**config.mk**
```make
export PLATFORM = sky130hd
export DESIGN_NAME = pc_seq
export DESIGN_NICKNAME = d
export VERILOG_FILES = /design/src/rtl/pc_seq.sv
export SDC_FILE = /design/constraint.sdc
export NUM_CORES = 1
export LEC_CHECK = 0
export BUFFER_PORTS_ARGS = -buffer_cell sky130_fd_sc_hd__buf_2
export CORE_MARGIN = 2
export CORE_UTILIZATION = 30
export CTS_CLUSTER_DIAMETER = 120
export DETAILED_ROUTE_END_ITERATION = 6
export PLACE_DENSITY = 0.6
export SYNTH_ARGS = -nofsm -noshare
export SYNTH_HDL_FRONTEND = slang
export SYNTH_SLANG_ARGS = --single-unit
export TNS_END_PERCENT = 30
```
**constraint.sdc**
```tcl
create_clock -name clk -period 1.9 [get_ports clk]
set_input_delay 0.285 -clock clk [delete_from_list [all_inputs] [get_ports clk]]
set_output_delay 0.285 -clock clk [all_outputs]
set_load 0.05 [all_outputs]
```
**src/rtl/pc_seq.sv**
```systemverilog
// pc_seq: parametrised MIPS fetch program-counter sequencer with delay slot, exception vector and halt
// Ports: clk, reset (async, active-high); en/stall gate advancing; redirect_valid/redirect_target
// request a branch; exc loads EXC_VECTOR; halt_req stops fetching until reset.
// Outputs: addr (fetch address), delay_slot (addr is a delay-slot fetch), halted, align_err (1-cycle pulse).
module pc_seq #(
    parameter int W = 32,
    parameter logic [W-1:0] RESET_VECTOR = W'(32'hBFC00000),
    parameter logic [W-1:0] EXC_VECTOR = W'(32'hBFC00380),
    parameter int INCR = 4,
    parameter bit DELAY_SLOT = 1'b1
) (
    input  logic         clk,
    input  logic         reset,
    input  logic         en,
    input  logic         stall,
    input  logic         redirect_valid,
    input  logic [W-1:0] redirect_target,
    input  logic         exc,
    input  logic         halt_req,
    output logic [W-1:0] addr,
    output logic         delay_slot,
    output logic         halted,
    output logic         align_err
);
    typedef enum logic [1:0] {RUN, DELAY, HALT} state_t;
    localparam logic [W-1:0] STEP = W'(INCR);
    state_t state, state_n;
    logic [W-1:0] pending, pending_n, addr_n;
    logic align_n, adv;
    assign adv = en & ~stall & (state != HALT);
    assign delay_slot = state == DELAY;
    assign halted = state == HALT;
    always_comb begin
        state_n = state;
        addr_n = addr;
        pending_n = pending;
        align_n = 1'b0;
        if (state == HALT) begin
            state_n = HALT;
        end else if (exc) begin
            addr_n = EXC_VECTOR;
            pending_n = '0;
            state_n = RUN;
        end else if (!adv) begin
            state_n = state;
        end else if (halt_req) begin
            pending_n = '0;
            state_n = HALT;
        end else if (state == DELAY) begin
            addr_n = pending;
            state_n = RUN;
        end else if (redirect_valid && redirect_target[1:0] != 2'b00) begin
            addr_n = EXC_VECTOR;
            align_n = 1'b1;
            state_n = RUN;
        end else if (redirect_valid) begin
            addr_n = DELAY_SLOT ? addr + STEP : redirect_target;
            pending_n = DELAY_SLOT ? redirect_target : pending;
            state_n = DELAY_SLOT ? DELAY : RUN;
        end else begin
            addr_n = addr + STEP;
        end
    end
    always_ff @(posedge clk or posedge reset) begin
        if (reset) begin
            state <= RUN;
            addr <= RESET_VECTOR;
            pending <= '0;
            align_err <= 1'b0;
        end else begin
            state <= state_n;
            addr <= addr_n;
            pending <= pending_n;
            align_err <= align_n;
        end
    end
endmodule

```
==> reports/summary.log, run 1 <==
qor: synthesis.count_of_flip_flops_with_a_built_in_enable_after_synthesis 0
qor: detailed_routing.drtAntennaViolNets 0
qor: clock_network.cts_root_buf sky130_fd_sc_hd__clkbuf_16
qor: final_layout.num_antenna_cells 0
qor: job.drv.max_cap_violation_count 0
qor: global_routing.grt_overflow_total 0
qor: timing.finalSetupViolations 0
qor: critical_path.timing.critical_path.cells nand3_2 -> or3_1 -> nor3_2 -> a211oi_1 -> nor4_2
qor: pwr.worst_ir_drop_vdd 419.4 µV
qor: floorplan.floorplan.die.height 110.7 µm
qor: timing.totalNegativeSetupSlack 0 ns
qor: timing.fmaxAchievable 550.8 MHz
qor: critical_path.rr_startpoint addr[9]$_DFFE_PP0P_
qor: synthesis.syn-instance-count 347
qor: detailed_routing.first_iter_violations 244
qor: critical_path.cpPeakStageDelay 0.45 ns
qor: timing.finalCriticalPeriod 1.816 ns
qor: synthesis.synthDominantCellAreaShare 0.4248
qor: synthesis.asyncSetResetFlopFracSynth 1.000
qor: synthesis.synth_most_common_cell sky130_fd_sc_hd__dfrtp_1
qor: timing.rsz0062_at_grt true
qor: critical_path.critical_path.max_fanout 10
qor: critical_path.crit_path_end_kind flip-flop
qor: clock_network.ctsLongestPathBuffers 2
qor: floorplan.die_area 0.01226 mm²
qor: final_layout.final-seq-area 0.001704 mm²
qor: placement.placed_cells 571
qor: critical_path.worstReg2RegEnd addr[26]$_DFFE_PP1P_
qor: global_routing.grt_max_degree 68
qor: floorplan.start_util 0.3111
qor: timing.final.setup_skew 0.004329 ns
qor: clock_network.cts_inserted_buffers 9
qor: floorplan.floorplan.core_area 0.01098 mm²
qor: clock_network.htree_num_levels 3
qor: min_path.min_path_type input pin to async pin
qor: synthesis.yosys_warnings 0
qor: global_routing.wire_length_of_the_first_global_routing_pass 17120 µm
qor: final_layout.layout-area-overhead-vs-synth 29.07%
qor: synthesis.syn_area_per_cell 9.847 µm²
qor: final_layout.fill_cells 1078
qor: synthesis.netlist_area 0.003417 mm²
qor: detailed_routing.avgRoutedWirePerCell 17.48 µm
qor: synthesis.synth-seq-cells 67
qor: critical_path.reg2reg_depth 5
qor: clock_network.cts_resized 0
qor: synthesis.ys_seq_area_frac 0.4940
qor: synthesis.postSynth.topFlopCell sky130_fd_sc_hd__dfrtp_1
qor: clock_network.clk_pin_slew 0.06 ns
qor: global_routing.number_of_antenna_violations_at_the_first_check_in_global_routing 0
qor: global_routing.vias_in_the_first_global_route 3187
qor: timing.worst_rel_slew_slack 0.6654
qor: timing.timing_max_transition_violations_final 0
qor: placement.place_area 0.004106 mm²
qor: final_layout.design.final.nets 482
qor: clock_network.clk-insertion-delay-late 0.33 ns
qor: pwr.p_per_area 1052 mW/mm²
qor: detailed_routing.firstDrtPassIters 5
qor: final_layout.stdcell_area 0.004410 mm²
qor: critical_path.rrSetupSlack 0.08 ns
qor: timing.hold-worst-slack 0.04699 ns
qor: clock_network.cts_tree done
qor: synthesis.synthTopCellsByCount 58 x sky130_fd_sc_hd__dfrtp_1, 31 x sky130_fd_sc_hd__nand2_1, 30 x sky130_fd_sc_hd__a22o_1
qor: global_routing.grt.total_usage 0.1727
qor: floorplan.die_w 110.7 µm
qor: synthesis.cell_types_occupying_the_most_area_after_synthesis sky130_fd_sc_hd__dfrtp_1 42%, sky130_fd_sc_hd__a22o_1 7.7%, sky130_fd_sc_hd__dfstp_2 6.9%
qor: pwr.fin_total_pwr 4.641 mW
qor: critical_path.cp_data_arrival_time 2.06 ns
qor: timing.max_slew.worst_pin.slew 0.5008 ns
qor: detailed_routing.route.final.wire_length 10260 µm
qor: pwr.p_leak 1.944 nW
qor: floorplan.io-pin-count 74
qor: timing.hold_violation_count_in_the_final_report 0
qor: detailed_routing.remaining_drc_errors 0
qor: critical_path.worst-endpoint-required 2.14 ns
qor: synthesis.postSynthNetCount 387
qor: final_layout.layout_cell_share_with_drive_strength_beyond_1 0.3490
qor: final_layout.finalNonFillerCells 587
qor: clock_network.post_cts_hold_buffers 0
qor: synthesis.synth.largest_area_cell sky130_fd_sc_hd__dfrtp_1
qor: placement.io_buffers 73
qor: final_layout.multi_input_area 0.001625 mm²
qor: clock_network.post_cts_buffers 0
qor: critical_path.worst_setup_path_start_kind flip-flop
qor: critical_path.crit_path_top_delay_cell sky130_fd_sc_hd__dfrtp_2
qor: floorplan.std_cell_rows 38
qor: placement.place_hpwl 7570 µm
qor: synthesis.ys_types 52
qor: detailed_routing.routed_via_density 5.514
qor: placement.place.gp.congestion 0.9125
qor: detailed_routing.vias 3237
qor: critical_path.criticalPathCategory flip-flop to flip-flop
qor: clock_network.numClockSinks 67
qor: outcome.run_status completed
qor: timing.final.period_utilization 0.9555
worst max-delay path, delay by kind of cell, from the launching register on:
kind	cells	cell delay (ns)
compound gates	1	0.14
flops	1	0.45
simple gates	4	1.14
power breakdown:
part | total [mW] | internal (mW) | switching [mW]
clock | 1.55 | 0.949 | 0.601
sequential | 1.81 | 1.63 | 0.187
combinational | 1.28 | 0.389 | 0.888
total | 4.64 | 2.97 | 1.68
logic make-up (layout without fill, tap and decap cells):
| kind of cell | after synthesis | after routing | synth area share |
|---|---|---|---|
| XOR/XNOR | 3 | 3 | 0.007691 |
| buffers and inverters | 24 | 124 | 0.03588 |
| AO/OA/AOI/OAI | 118 | 118 | 0.2420 |
| flip-flops | 67 | 67 | 0.4940 |
| AND/OR/NAND/NOR | 133 | 133 | 0.2135 |
| multiplexers | 1 | 1 | 0.003295 |
| adder cells (fa/ha/maj) | 1 | 1 | 0.003661 |
layout by cell type, fill, tap and decap left out, types with 7 or more instances in the layout:
master,instances
sky130_fd_sc_hd__nor2_1,25
sky130_fd_sc_hd__nand3_1,19
sky130_fd_sc_hd__a21oi_1,18
sky130_fd_sc_hd__buf_4,26
sky130_fd_sc_hd__buf_2,72
sky130_fd_sc_hd__dfrtp_2,13
sky130_fd_sc_hd__nand4_1,10
sky130_fd_sc_hd__o21ai_0,27
sky130_fd_sc_hd__clkbuf_16,9
sky130_fd_sc_hd__a22o_1,30
sky130_fd_sc_hd__dfstp_2,9
sky130_fd_sc_hd__nand2_1,30
sky130_fd_sc_hd__and3_1,8
sky130_fd_sc_hd__a22oi_1,7
sky130_fd_sc_hd__dfrtp_1,45
final cells by class:
| type | count | area share |
|---|---|---|
| Clock buffer | 12 | 0.05816 |
| Clock inverter | 4 | 0.005674 |
| Inverter | 7 | 0.006809 |
| Multi-Input combinational cell | 256 | 0.3685 |
| Sequential cell | 67 | 0.3864 |
| Tap cell | 140 | 0.03972 |
| Timing Repair Buffer | 101 | 0.1348 |
sequential cells by signal, indices dropped and copies added (netlist names):
name and count:
addr 32, align_err 1, pending 32, state 2
worst max path at each step:
stage	start	to	slack (ns)	cells past startpoint
floorplan	addr[3]$_DFFE_PP0P_	addr[30]$_DFFE_PP0P_	-0.03	6
global placement	state[1]$_DFFE_PP0P_	addr[20]$_DFFE_PP0P_	0.07	5
detailed placement	en	addr[26]$_DFFE_PP1P_	-0.02	6
CTS	state[1]$_DFFE_PP0P_	addr[20]$_DFFE_PP0P_	0.007	5
global route	addr[2]$_DFFE_PP0P_	addr[26]$_DFFE_PP1P_	-0.02	6
finish	addr[9]$_DFFE_PP0P_	addr[26]$_DFFE_PP1P_	0.08	5
metrics by stage:
step	setup slack, ns	util
2_1_floorplan	-0.02964	-
3_3_place_gp	0.06666	0.3739
6_report	0.08447	0.4016
3_5_place_dp	-0.02326	0.3739
4_1_cts	0.006915	0.3995
5_1_grt	-0.01886	0.4016
routing by layer:
layer,share of wire,up-vias,track usage
met5,0,-,0
met2,0.45,111,0.2593
li1,-,1525,-
met1,0.48,1592,0.2516
met3,0.057,9,0.03773
met4,0.010,0,0.04667
Note: power is estimated with default switching activity, not from simulation.
==> inputs of run 2 (changes only) <==
- PLACE_DENSITY: 0.6 -> 0.54
==> run 2 against run 1 <==
  * Via count decreased by 0.53%
  * Critical path type is now flip-flop to output port
  * Worst hold slack improved by 0.12 ns
  * Largest power group unchanged
  * Power decreased by 0.65%
  * Cell count increased by 1.7%
  * Final area increased by 1.6%
  * Clock power decreased by 4%
  * Clock skew increased by 0.00089 ns
  * Critical endpoint is now delay_slot
  * Sequential share of layout area decreased by 0.60 points
  * Die area unchanged
  * Worst setup slack got worse by 0.038 ns
==> reports/summary.log, run 2 (same netlist as run 1, synthesis figures left out) <==
qor: detailed_routing.drtAntennaViolNets 0 [unchanged]
qor: critical_path.crit_path_end_kind output port
qor: floorplan.start_util 0.3111 [unchanged]
qor: floorplan.die_w 110.7 µm [unchanged]
qor: pwr.p_leak 2.002 nW [+3.0%]
qor: pwr.seq_power_share 0.391 [about the same]
qor: pwr.power.internal 2.963 mW [about the same]
qor: timing.rsz0062_at_grt false
qor: detailed_routing.vias 3220 [-0.53%]
qor: timing.max_slew.worst_pin.slew 0.4876 ns [-0.01326 ns]
qor: clock_network.cts_inserted_buffers 9 [unchanged]
qor: detailed_routing.remaining_drc_errors 0 [unchanged]
qor: timing.fmaxAchievable 539.4 MHz [-2.1%]
qor: detailed_routing.firstDrtPassIters 4 [-1]
qor: placement.place_hpwl 7817 µm [+3.3%]
qor: critical_path.worst_setup_path_start_kind flip-flop
qor: critical_path.cp_data_arrival_time 1.57 ns [-0.49 ns]
qor: timing.final.period_utilization 0.9758 [+0.02023]
qor: placement.dp_worst_setup_slack 0.08737 ns [+0.1106 ns]
qor: clock_network.numClockSinks 67 [unchanged]
qor: timing.worst_rel_slew_slack 0.6743 [+0.008879]
qor: global_routing.number_of_antenna_violations_at_the_first_check_in_global_routing 0 [unchanged]
qor: final_layout.design.final.nets 492 [+2.1%]
qor: global_routing.vias_in_the_first_global_route 3152 [-1.1%]
qor: final_layout.final-seq-area 0.001704 mm² [unchanged]
qor: detailed_routing.route.final.wire_length 10460 µm [+2.0%]
qor: pwr.worst_ir_drop_vdd 351.6 µV [-16%]
qor: timing.hold_violation_count_in_the_final_report 0 [unchanged]
qor: job.drv.max_cap_violation_count 0 [unchanged]
qor: critical_path.worst-endpoint-required 1.62 ns [-0.52 ns]
qor: clock_network.clk_pin_slew 0.05 ns [about the same]
qor: min_path.min_path_type input pin to flip-flop
qor: timing.timing_max_transition_violations_final 0 [unchanged]
qor: floorplan.std_cell_rows 38 [unchanged]
qor: final_layout.layout_cell_share_with_drive_strength_beyond_1 0.3545 [+0.005492]
qor: floorplan.floorplan.die.height 110.7 µm [unchanged]
qor: final_layout.mostFrequentLayoutCell sky130_fd_sc_hd__buf_2
qor: clock_network.ctsLongestPathBuffers 2 [unchanged]
qor: critical_path.rrSetupSlack 0.10 ns [+0.02 ns]
qor: clock_network.htree_num_levels 3 [unchanged]
qor: final_layout.layout-area-overhead-vs-synth 31.12%
qor: global_routing.grt_overflow_total 0 [unchanged]
qor: detailed_routing.avgRoutedWirePerCell 17.53 µm [+0.29%]
qor: pwr.power.share.combinational 0.284 [+0.009]
qor: final_layout.multi_input_area 0.001625 mm² [unchanged]
qor: critical_path.criticalPathCategory flip-flop to output port
qor: timing.hold-worst-slack 0.1650 ns [+0.1180 ns]
qor: timing.finalSetupViolations 0 [unchanged]
qor: global_routing.wire_length_of_the_first_global_routing_pass 16860 µm [-1.5%]
qor: floorplan.floorplan.core_area 0.01098 mm² [unchanged]
qor: pwr.power.share.switching 0.3575 [-0.003564]
qor: pwr.clockPowerShare 0.324 [-0.010]
qor: final_layout.reg.largest.list addr x32, pending x32, state x2
qor: outcome.run_status completed
qor: critical_path.critical_path.max_fanout 9 [-1]
qor: timing.final.setup_skew 0.005219 ns [+0.0008904 ns]
qor: placement.place_area 0.004187 mm² [+2.0%]
qor: pwr.switching_power 1.648 mW [-1.6%]
qor: floorplan.io-pin-count 74 [unchanged]
qor: timing.finalCriticalPeriod 1.854 ns [+0.03844 ns]
qor: clock_network.cts_tree done
qor: clock_network.post_cts_buffers 0 [unchanged]
qor: clock_network.clk-insertion-delay-late 0.33 ns [about the same]
qor: final_layout.num_antenna_cells 0 [unchanged]
qor: final_layout.fill_cells 1119 [+3.8%]
qor: clock_network.cts_root_buf sky130_fd_sc_hd__clkbuf_16
qor: detailed_routing.first_iter_violations 229 [-6.1%]
qor: detailed_routing.routed_via_density 5.394 [-2.2%]
qor: global_routing.grt.total_usage 0.1721 [-0.0005255]
qor: timing.fin_ws 0.04603 ns [-0.03844 ns]
qor: global_routing.grt_max_degree 48 [-29%]
qor: placement.place.gp.congestion 0.8546 [-6.3%]
qor: final_layout.stdcell_area 0.004481 mm² [+1.6%]
qor: placement.io_buffers 73 [unchanged]
qor: pwr.p_per_area 1029 mW/mm² [-2.2%]
qor: floorplan.die_area 0.01226 mm² [unchanged]
qor: final_layout.layout_common_cells 72 x sky130_fd_sc_hd__buf_2, 45 x sky130_fd_sc_hd__dfrtp_1, 35 x sky130_fd_sc_hd__buf_4
## run 2: cell types whose count changed in the layout (fill, tap and decap cells not counted), sizes merged
cell,delta
clkinvlp,-2
clkbuf,+3
dlygate4sd3,+1
clkinv,-2
buf,+10
## run 2: what timing repair did
| item | in CTS | in global routing |
|---|---|---|
| hold buffers | 1 | 0 |
| gates resized for setup | 1 | 6 |
| pin swaps | 0 | 2 |
| gates cloned | 0 | 0 |
| endpoints found under the setup margin | 1 | 10 |
| endpoints found under the hold margin | 12 | 0 |
## run 2: power groups by stage
stage / clock, mW / sequential [mW] / combinational [mW]
after floorplan: 0 / 2.10 / 0.583
after global placement: 0 / 1.82 / 1.30
after detailed placement: 0 / 1.82 / 1.31
after CTS: 1.51 / 1.80 / 1.32
after global routing: 1.58 / 1.83 / 1.41
final: 1.49 / 1.80 / 1.31
## run 2: metrics by stage
stage / cells / utilization / setup TNS, ns / power [mW]
floorplan: 347 / - / -0.02964 / 2.688
global placement: 580 / 0.3812 / 0 / 3.122
detailed placement: 580 / 0.3812 / 0 / 3.130
CTS: 597 / 0.4061 / 0 / 4.628
global route: 597 / 0.4080 / 0 / 4.816
finish: 597 / 0.4080 / 0 / 4.611
## run 2: path summary, 6_finish.rpt
check | startpoint | to | cells after the start
worst max-delay path | state[1]$_DFFE_PP0P_ | delay_slot | 4
worst min-delay path | redirect_target[22] | pending[22]$_DFFE_PP0P_ | 2
worst max register to register | addr[22]$_DFFE_PP1P_ | addr[29]$_DFFE_PP1P_ | 5
worst min register to register | addr[1]$_DFFE_PP0P_ | addr[1]$_DFFE_PP0P_ | 2
max in group asynchronous | reset | addr[22]$_DFFE_PP1P_ | 4
min in group asynchronous | reset | pending[7]$_DFFE_PP0P_ | 3
## run 2: routing by layer
| metal | global-route usage | share of wire | vias up | routed length [µm] |
|---|---|---|---|---|
| met5 | 0 | 0 | - | 0 |
| met4 | 0.07000 | 0.018 | 0 | 187 |
| met3 | 0.02843 | 0.047 | 12 | 492 |
| met2 | 0.2622 | 0.45 | 98 | 4741 |
| met1 | 0.2438 | 0.48 | 1571 | 5041 |
| li1 | - | - | 1539 | - |
## run 2: cell type report
| type | instances | area share |
|---|---|---|
| inverter | 7 | 0.006702 |
| sequential | 67 | 0.3803 |
| multi-input combinational | 256 | 0.3627 |
| tap | 140 | 0.03910 |
| clock buffer | 16 | 0.05836 |
| timing repair buffer | 111 | 0.1528 |
## run 2: critical path: stages (launching register included)
cell,delay (ns)
sky130_fd_sc_hd__dfrtp_1,0.39
sky130_fd_sc_hd__nand2b_1,0.23
sky130_fd_sc_hd__inv_2,0.21
sky130_fd_sc_hd__buf_4,0.20
sky130_fd_sc_hd__buf_4,0.20
